**src/rtl/sram_arb_pkg.sv**
```systemverilog
// Shared types and defaults for the cartridge SRAM arbiter.
// Sequencer states, owner codes and timing constants.
package sram_arb_pkg;

    typedef enum logic [2:0] {
        IDLE,
        RD,
        WS,
        WP,
        WH,
        DONE,
        TURN
    } state_t;

    localparam logic [1:0] OWN_NONE = 2'b00;
    localparam logic [1:0] OWN_A    = 2'b01;
    localparam logic [1:0] OWN_B    = 2'b10;

    localparam int DEF_ADDR_W    = 21;
    localparam int DEF_DATA_W    = 8;
    localparam int DEF_RD_CYCLES = 2;
    localparam int DEF_WR_CYCLES = 2;

    function automatic int max2(input int x, input int y);
        return (x > y) ? x : y;
    endfunction

endpackage

```
**src/rtl/sram_arb_rr.sv**
```systemverilog
// Two-way round-robin picker for the SRAM arbiter.
// Bit 0 is port A, bit 1 is port B; grant is one-hot.
module sram_arb_rr
    import sram_arb_pkg::*;
(
    input  logic       clk,
    input  logic       reset_n,
    input  logic [1:0] req,
    input  logic       grant_en,
    output logic [1:0] grant
);

    // 1 = port B has priority on the next contended grant
    logic prio_b;

    // Pick the single requester, or the one not served last
    always_comb begin
        grant = 2'b00;
        if (grant_en) begin
            unique case (req)
                2'b01:   grant = 2'b01;
                2'b10:   grant = 2'b10;
                2'b11:   grant = prio_b ? 2'b10 : 2'b01;
                default: grant = 2'b00;
            endcase
        end
    end

    // Hand priority to the port that did not just win
    always_ff @(posedge clk or negedge reset_n) begin
        if (!reset_n) begin
            prio_b <= 1'b0;
        end else if (|grant) begin
            prio_b <= grant[0];
        end
    end

endmodule

```
**src/rtl/sram_arbiter.sv**
```systemverilog
// Shares the cartridge SRAM between the AVR bus FSM (A) and SNES bus (B).
// Arbitrates in IDLE and sequences ce_n/oe_n/we_n and data direction.
module sram_arbiter
    import sram_arb_pkg::*;
#(
    parameter int ADDR_W    = DEF_ADDR_W,
    parameter int DATA_W    = DEF_DATA_W,
    parameter int RD_CYCLES = DEF_RD_CYCLES,
    parameter int WR_CYCLES = DEF_WR_CYCLES
) (
    input  logic              clk,
    input  logic              reset_n,
    input  logic              a_req,
    input  logic              a_we,
    input  logic [ADDR_W-1:0] a_addr,
    input  logic [DATA_W-1:0] a_wdata,
    output logic [DATA_W-1:0] a_rdata,
    output logic              a_ack,
    input  logic              b_req,
    input  logic              b_we,
    input  logic [ADDR_W-1:0] b_addr,
    input  logic [DATA_W-1:0] b_wdata,
    output logic [DATA_W-1:0] b_rdata,
    output logic              b_ack,
    output logic [ADDR_W-1:0] sram_addr,
    output logic [DATA_W-1:0] sram_dq_o,
    output logic              sram_dq_oe,
    input  logic [DATA_W-1:0] sram_dq_i,
    output logic              sram_ce_n,
    output logic              sram_oe_n,
    output logic              sram_we_n,
    output logic [1:0]        owner
);

    localparam int CNT_MAX = max2(RD_CYCLES, WR_CYCLES);
    localparam int CNT_W   = $clog2(CNT_MAX + 1);

    localparam logic [CNT_W-1:0] RD_LAST = CNT_W'(RD_CYCLES - 1);
    localparam logic [CNT_W-1:0] WR_LAST = CNT_W'(WR_CYCLES - 1);

    state_t            state;
    state_t            state_n;
    logic [CNT_W-1:0]  cnt;
    logic [1:0]        grant;
    logic [1:0]        own;
    logic [ADDR_W-1:0] addr_q;
    logic [DATA_W-1:0] wdata_q;
    logic              we_q;
    logic              rd_last;

    sram_arb_rr u_rr (
        .clk      (clk),
        .reset_n  (reset_n),
        .req      ({b_req, a_req}),
        .grant_en (state == IDLE),
        .grant    (grant)
    );

    assign rd_last   = (state == RD) && (cnt == RD_LAST);
    assign a_ack     = (state == DONE) && (own == OWN_A);
    assign b_ack     = (state == DONE) && (own == OWN_B);
    assign sram_addr = addr_q;
    assign sram_dq_o = wdata_q;
    assign owner     = own;

    // Sequencer state register; reset aborts any access at once
    always_ff @(posedge clk or negedge reset_n) begin
        if (!reset_n) begin
            state <= IDLE;
        end else begin
            state <= state_n;
        end
    end

    // Next state and strobe decode, all strobes idle by default
    always_comb begin
        state_n    = state;
        sram_ce_n  = 1'b1;
        sram_oe_n  = 1'b1;
        sram_we_n  = 1'b1;
        sram_dq_oe = 1'b0;
        case (state)
            IDLE: begin
                if (grant[0]) begin
                    state_n = a_we ? WS : RD;
                end else if (grant[1]) begin
                    state_n = b_we ? WS : RD;
                end
            end
            RD: begin
                sram_ce_n = 1'b0;
                sram_oe_n = 1'b0;
                if (cnt == RD_LAST) begin
                    state_n = DONE;
                end
            end
            WS: begin
                sram_ce_n  = 1'b0;
                sram_dq_oe = 1'b1;
                state_n    = WP;
            end
            WP: begin
                sram_ce_n  = 1'b0;
                sram_we_n  = 1'b0;
                sram_dq_oe = 1'b1;
                if (cnt == WR_LAST) begin
                    state_n = WH;
                end
            end
            WH: begin
                sram_ce_n  = 1'b0;
                sram_dq_oe = 1'b1;
                state_n    = DONE;
            end
            DONE: begin
                state_n = we_q ? TURN : IDLE;
            end
            TURN: begin
                state_n = IDLE;
            end
            default: begin
                state_n = IDLE;
            end
        endcase
    end

    // Pulse-width counter, restarts on every state change
    always_ff @(posedge clk or negedge reset_n) begin
        if (!reset_n) begin
            cnt <= '0;
        end else if (state_n != state) begin
            cnt <= '0;
        end else if (state == RD || state == WP) begin
            cnt <= cnt + CNT_W'(1);
        end
    end

    // Latch the winner's request at grant; drop ownership after DONE
    always_ff @(posedge clk or negedge reset_n) begin
        if (!reset_n) begin
            addr_q  <= '0;
            wdata_q <= '0;
            we_q    <= 1'b0;
            own     <= OWN_NONE;
        end else if (grant[0]) begin
            addr_q  <= a_addr;
            wdata_q <= a_wdata;
            we_q    <= a_we;
            own     <= OWN_A;
        end else if (grant[1]) begin
            addr_q  <= b_addr;
            wdata_q <= b_wdata;
            we_q    <= b_we;
            own     <= OWN_B;
        end else if (state == DONE) begin
            own <= OWN_NONE;
        end
    end

    // Capture read data on the last oe_n-low cycle into the owner's port
    always_ff @(posedge clk or negedge reset_n) begin
        if (!reset_n) begin
            a_rdata <= '0;
            b_rdata <= '0;
        end else if (rd_last) begin
            if (own == OWN_A) begin
                a_rdata <= sram_dq_i;
            end else begin
                b_rdata <= sram_dq_i;
            end
        end
    end

endmodule

```
**config.mk**
```make
export PLATFORM = sky130hd
export DESIGN_NAME = sram_arbiter
export DESIGN_NICKNAME = d
export VERILOG_FILES = /design/src/rtl/sram_arb_pkg.sv /design/src/rtl/sram_arb_rr.sv /design/src/rtl/sram_arbiter.sv
export SDC_FILE = /design/constraint.sdc
export NUM_CORES = 1
export LEC_CHECK = 0
export BUFFER_PORTS_ARGS = -buffer_cell sky130_fd_sc_hd__buf_2
export CORE_UTILIZATION = 45
export CTS_CLUSTER_DIAMETER = 80
export DETAILED_ROUTE_END_ITERATION = 10
export GPL_ROUTABILITY_DRIVEN = 0
export PLACE_DENSITY = 0.81
export SLEW_MARGIN = 20
export SYNTH_ARGS = -nofsm -noshare
export SYNTH_HDL_FRONTEND = slang
export SYNTH_SLANG_ARGS = --single-unit
export TNS_END_PERCENT = 30
```
**constraint.sdc**
```tcl
create_clock -name clk -period 2.9 [get_ports clk]
set_input_delay 0.435 -clock clk [delete_from_list [all_inputs] [get_ports clk]]
set_output_delay 0.435 -clock clk [all_outputs]
set_load 0.01 [all_outputs]
```
==> results of run 1 <==
kinds of logic (layout without fill, tap and decap cells):
group                      after synthesis  count (layout)  synth area share
AOI/OAI and AO/OA                       46              46            0.1040
adders and majority gates                1               1          0.004950
buffers and inverters                   16             139           0.03267
DFF                                     54              54            0.5347
muxes                                   45              45            0.1861
and+or+nand+nor                         67              67            0.1376
Yosys cell counts, types with 2 or more instances:
library cell,instances
o21ai_1,7
nand2_1,42
clkbuf_1,2
inv_2,2
nor3b_1,2
a32oi_1,2
mux2_2,6
a21oi_1,2
nand2b_1,3
nor2b_1,2
dfrtp_1,54
buf_2,8
o21ai_0,30
mux2_1,10
mux2i_1,29
nor2_1,5
final cells by class:
cell class                      instances  share of cell area
Clock buffer                            5             0.02079
Clock inverter                          3             0.01436
Inverter                                3            0.003401
Multi-Input combinational cell        159              0.3303
Sequential cell                        54              0.4082
Tap cell                               70             0.02645
Timing Repair Buffer                  128              0.1965
metrics by stage:
step / std cells / hold WS (ns)
3_5_place_dp: 414 / 0.3736
5_1_grt: 422 / 0.04932
6_report: 422 / 0.03311
4_1_cts: 422 / 0.03569
2_1_floorplan: 229 / 0.1394
3_3_place_gp: 414 / 0.3746
metal layers:
layer  vias up  wire (um)  track usage
met5         -          0            0
met4         0         48      0.04808
met3         4        412      0.04643
met2       112       2660       0.3232
met1      1002       2644       0.2819
li1       1041          -            -
power breakdown:
part / switching, mW / total (mW) / internal (mW)
combinational: 0.738 / 1.42 / 0.679
sequential: 0.256 / 1.38 / 1.12
clock: 0.250 / 0.512 / 0.262
total: 1.24 / 3.31 / 2.06
path summary, 6_finish.rpt:
| kind | from | endpoint | slack [ns] | cells after the start |
|---|---|---|---|---|
| max in group asynchronous | reset_n | we_q | 2.27 | 2 |
| worst max-delay path | state[0] | b_ack | 0.74 | 5 |
| worst max register to register | state[2] | sram_addr[10] | 0.94 | 4 |
| worst min-delay path | reset_n | a_rdata[7] | 0.03 | 1 |
| min in group clk | a_addr[16] | sram_addr[16] | 0.33 | 3 |
| worst min register to register | a_rdata[5] | a_rdata[5] | 0.49 | 1 |
cell usage in the layout, fill, tap and decap left out, types with 2 or more instances in the layout:
cell      count
inv_2         2
buf_2       124
mux2_2        6
nand2b_1      3
o21ai_1       7
dfrtp_1      54
o21ai_0      30
nor2_1        5
nor3b_1       2
mux2i_1      29
buf_4         4
nor2b_1       2
nand2_1      42
mux2_1       10
a21oi_1       2
clkbuf_8      5
a32oi_1       2
state kept, by name, summed over array words and instances (netlist names):
signal,count
sram_dq_o,8
a_rdata,8
state,3
cnt,2
owner,2
b_rdata,8
u_rr.prio_b,1
we_q,1
sram_addr,21
==> metrics.txt, run 1 <==
total die area between 0.005 and 0.006 mm^2; DRT Wirelength between 5 and 6 mm; critical path required time between 2 and 2.5 ns; routed wire length per instance between 10 and 15 um; largest fanout on the critical path 10; ant diodes 0; Lkg Pwr ~1.8 nW; Multi-input gate area ~0.0011 mm^2; Final Cell Area 0.003311 mm^2; Min-Delay Path Class primary input to async pin; CP Cell Sequence inv_2, nor2_1, nand2_1, nor3b_1, buf_2; syn nets about 300; Max Slew Vio Count 0; CP max stage delay around 0.56 ns; Placement Cell Area between 0.003 and 0.004 mm^2; WS Path Type flip-flop to output pin; effective utilization at floorplan 0.4796; first-pass GRT wire length ~9.6 mm; # rows 26; clock buffer depth 2; Tot Pwr 3.306 mW; area leader, netlist dfrtp_1; Worst slew margin 0.6643; Filler Cells Inserted 442; Netlist Area Pre-Place about 0.0025 mm^2; top area cells in the synthesized netlist dfrtp_1 (53%), mux2i_1 (11%), nand2_1 (6.2%), o21ai_0 (5.9%), mux2_1 (4.5%); post-layout util 0.6282; postcts setup bufs 0; Buf/Inv on CP 2; Yosys top cell area share 0.5347; synthesized area per cell roughly 11 um^2; vias in the first global route approximately 2000; final worst slack about 0.74 ns; NumNets Final roughly 420; IO Pins 125; delay-heaviest family, CP simple AND/OR/NAND/NOR gates; period utilization 0.7446; DP Worst Slack about 0.94 ns; FF+latch area about 0.0014 mm^2; fraction of layout cells with a size suffix above 1 0.4347; largest net degree at the start of global routing 56; Post-CTS Hold Fix Bufs 0; setup TNS 0 ns; DR pass1 iterations 4; CTS tree done; 1st-iter DRT viols 94; Worst Max-Slew Pin Slew ~0.50 ns; minimum clock period approximately 2.2 ns; critical path arrival approximately 1.7 ns; Synth cell types 39; core box area 0.005270 mm^2; async set-reset flop share out of synthesis 1.000; port bufs about 120; Pwr Density ~1000 mW/mm^2; clk root buf clkbuf_8; status completed; Max Cap Violations 0; total grt overflow 0; P&R area growth vs syn 30.99%; final hold viol count 0; register area share after synthesis 0.5347; clock sink total 54; drt drc 0; Post-synth EDFFs 0; dominant synthesized flop cell dfrtp_1; CTS Buf Count 5; Synth Instances between 200 and 250; CTS resizes 0; HPWL Detailed about 4.4 mm; Final setup viols 0; H-tree Lvls 2; initial antenna violation count 0; worst clock skew ~0.0057 ns; width of the die approximately 77 um; maximum VDD drop approximately 0.52 mV; Critical-path top delay cell dfrtp_1; clock-pin slew on the worst setup and hold paths around 0.10 ns; fmax between 0.4 and 0.5 GHz; Die Height roughly 77 um; #FFs+latches synth 54; unrepaired setup endpoints after global routing false; Syn. warnings 0; crit path capture type output pin; post-route ant nets 0; Skew-Pair Late Insertion Delay ~0.3 ns; critical path startpoint category flip-flop; drt via density 5.116; vias post-DR 2159; global-route usage over all layers 0.2034
No activity file was read; power rests on OpenSTA's default activity.
==> inputs of run 2 (changes only) <==
==> constraint.sdc (replaced) <==
create_clock -name clk -period 2 [get_ports clk]
set_input_delay 0.3 -clock clk [delete_from_list [all_inputs] [get_ports clk]]
set_output_delay 0.3 -clock clk [all_outputs]
set_load 0.01 [all_outputs]
==> metrics.txt, run 2 (synthesis gave the netlist of run 1 again) <==
core box area ~0.0053 mm^2; Worst slew margin 0.7437; Skew-Pair Late Insertion Delay 0.31 ns; clock sink total between 50 and 60; H-tree Lvls 2; Min-Delay Path Class primary input to flip-flop; global-route usage over all layers 0.2058; DP Worst Slack roughly 0.18 ns; Placement Cell Area between 0.003 and 0.004 mm^2; CTS tree done; HPWL Detailed between 4 and 5 mm; Final Cell Area around 0.0033 mm^2; total grt overflow 0; final non-filler cell total 425; Critical-path top delay cell dfrtp_2; port bufs between 100 and 150; Die Height ~77 um; Worst Max-Slew Pin Slew around 0.38 ns; IO Pins 125; DR pass1 iterations 4; ant diodes 0; # rows 26; vias in the first global route just over 2000; 1st-iter DRT viols just over 90; worst hold margin about 0.19 ns; final hold viol count 0; vias post-DR between 2000 and 2500; critical path arrival ~1.5 ns; effective utilization at floorplan 0.4796; Tot Pwr 4.724 mW; total die area 0.005921 mm^2; width of the die between 70 and 80 um; Max Cap Violations 0; setup TNS 0 ns; Lkg Pwr roughly 1.8 nW; initial antenna violation count 0; critical path startpoint category flip-flop; maximum VDD drop 0.6278 mV; Filler Cells Inserted between 400 and 500; highest-count cells in the layout ignoring fill and taps buf_2 (124), dfrtp_1 (52), nand2_1 (42); fmax 0.5456 GHz; first-pass GRT wire length ~9.7 mm; largest fanout on the critical path 10; CTS Buf Count 5; dpl cells 416; NumNets Final roughly 430; largest net degree at the start of global routing 43; CP Cell Sequence inv_2, nor2_1, nand2_1, nor3b_1, buf_2; CP max stage delay about 0.48 ns; Pwr Density ~1400 mW/mm^2; post-layout util 0.6322; drt drc 0; minimum clock period roughly 1.8 ns; drt via density roughly 5; unrepaired setup endpoints after global routing false; fraction of layout cells with a size suffix above 1 0.4423; Final setup viols 0; post-route ant nets 0; worst clock skew 0.01013 ns; P&R area growth vs syn 31.83%; clock buffer depth 2; critical path required time between 1.5 and 2 ns; Max Slew Vio Count 0; DRT Wirelength around 5.6 mm; clock-pin slew on the worst setup and hold paths ~0.11 ns; crit path capture type output pin; final worst slack ~0.17 ns; period utilization 0.9164; commonest non-fill, non-tap cell in the layout buf_2; WS Path Type flip-flop to output pin; status completed; max FFs per register 21; routed wire length per instance 13.14 um; clk root buf clkbuf_8
run 2: cell types whose count changed in the layout (fill, tap and decap cells not counted):
cell           before  now
bufinv_16           1    0
inv_6               1    0
dfrtp_1            54   52
inv_8               0    1
buf_12              0    1
clkinv_4            1    2
buf_4               4    5
dlygate4sd3_1       0    1
dfrtp_2             0    2
run 2: routing by layer:
metal | wire (um) | vias to the layer above | global-route usage | part of all wire
met3 | 418 | 6 | 0.04881 | 0.075
met1 | 2539 | 964 | 0.2776 | 0.45
met4 | 48 | 0 | 0.05192 | 0.0086
met2 | 2579 | 104 | 0.3321 | 0.46
met5 | 0 | - | 0 | 0
li1 | - | 1044 | - | -
run 2: final cells by class:
cell class / instances / area (um^2) / share of cell area
clock buffers: 5 / 68.82 / 0.02065
clock inverters: 3 / 28.78 / 0.008637
inverters: 3 / 11.26 / 0.003380
multi-input cells: 159 / 1094 / 0.3282
flip-flops and latches: 54 / 1354 / 0.4063
well taps: 70 / 87.58 / 0.02629
repair buffers: 131 / 688.2 / 0.2065
run 2: timing repair:
| action | 4_1_cts | 5_1_grt |
|---|---|---|
| buffers inserted | 0 | 0 |
| endpoints found under the hold margin | 41 | 0 |
| hold buffers | 1 | 0 |
| resized for setup | 0 | 2 |
| endpoints found under the setup margin | 0 | 1 |
run 2: worst paths after layout:
check	end	cells after the start	from	slack, ns
hold / removal	sram_addr[20]	3	a_addr[20]	0.19
hold reg to reg	b_rdata[1]	1	b_rdata[1]	0.50
max in group asynchronous	state[0]	3	reset_n	1.20
min in group asynchronous	b_rdata[1]	3	reset_n	0.51
setup reg to reg	a_rdata[3]	5	cnt[1]	0.27
setup / recovery	b_ack	5	state[0]	0.17
run 2: report_power, final:
| part | internal, mW | switching (mW) | total [mW] | leakage [nW] |
|---|---|---|---|---|
| Combinational | 1.01 | 1.07 | 2.08 | 1.08 |
| Clock | 0.260 | 0.384 | 0.644 | 0.0502 |
| Sequential | 1.63 | 0.373 | 2.00 | 0.654 |
run 2: worst max-delay path: cells and delay by family, from the launching register on:
kind	cells	cell delay, ns
flops	1	0.48
buf+inv	2	0.27
simple gates	3	0.47
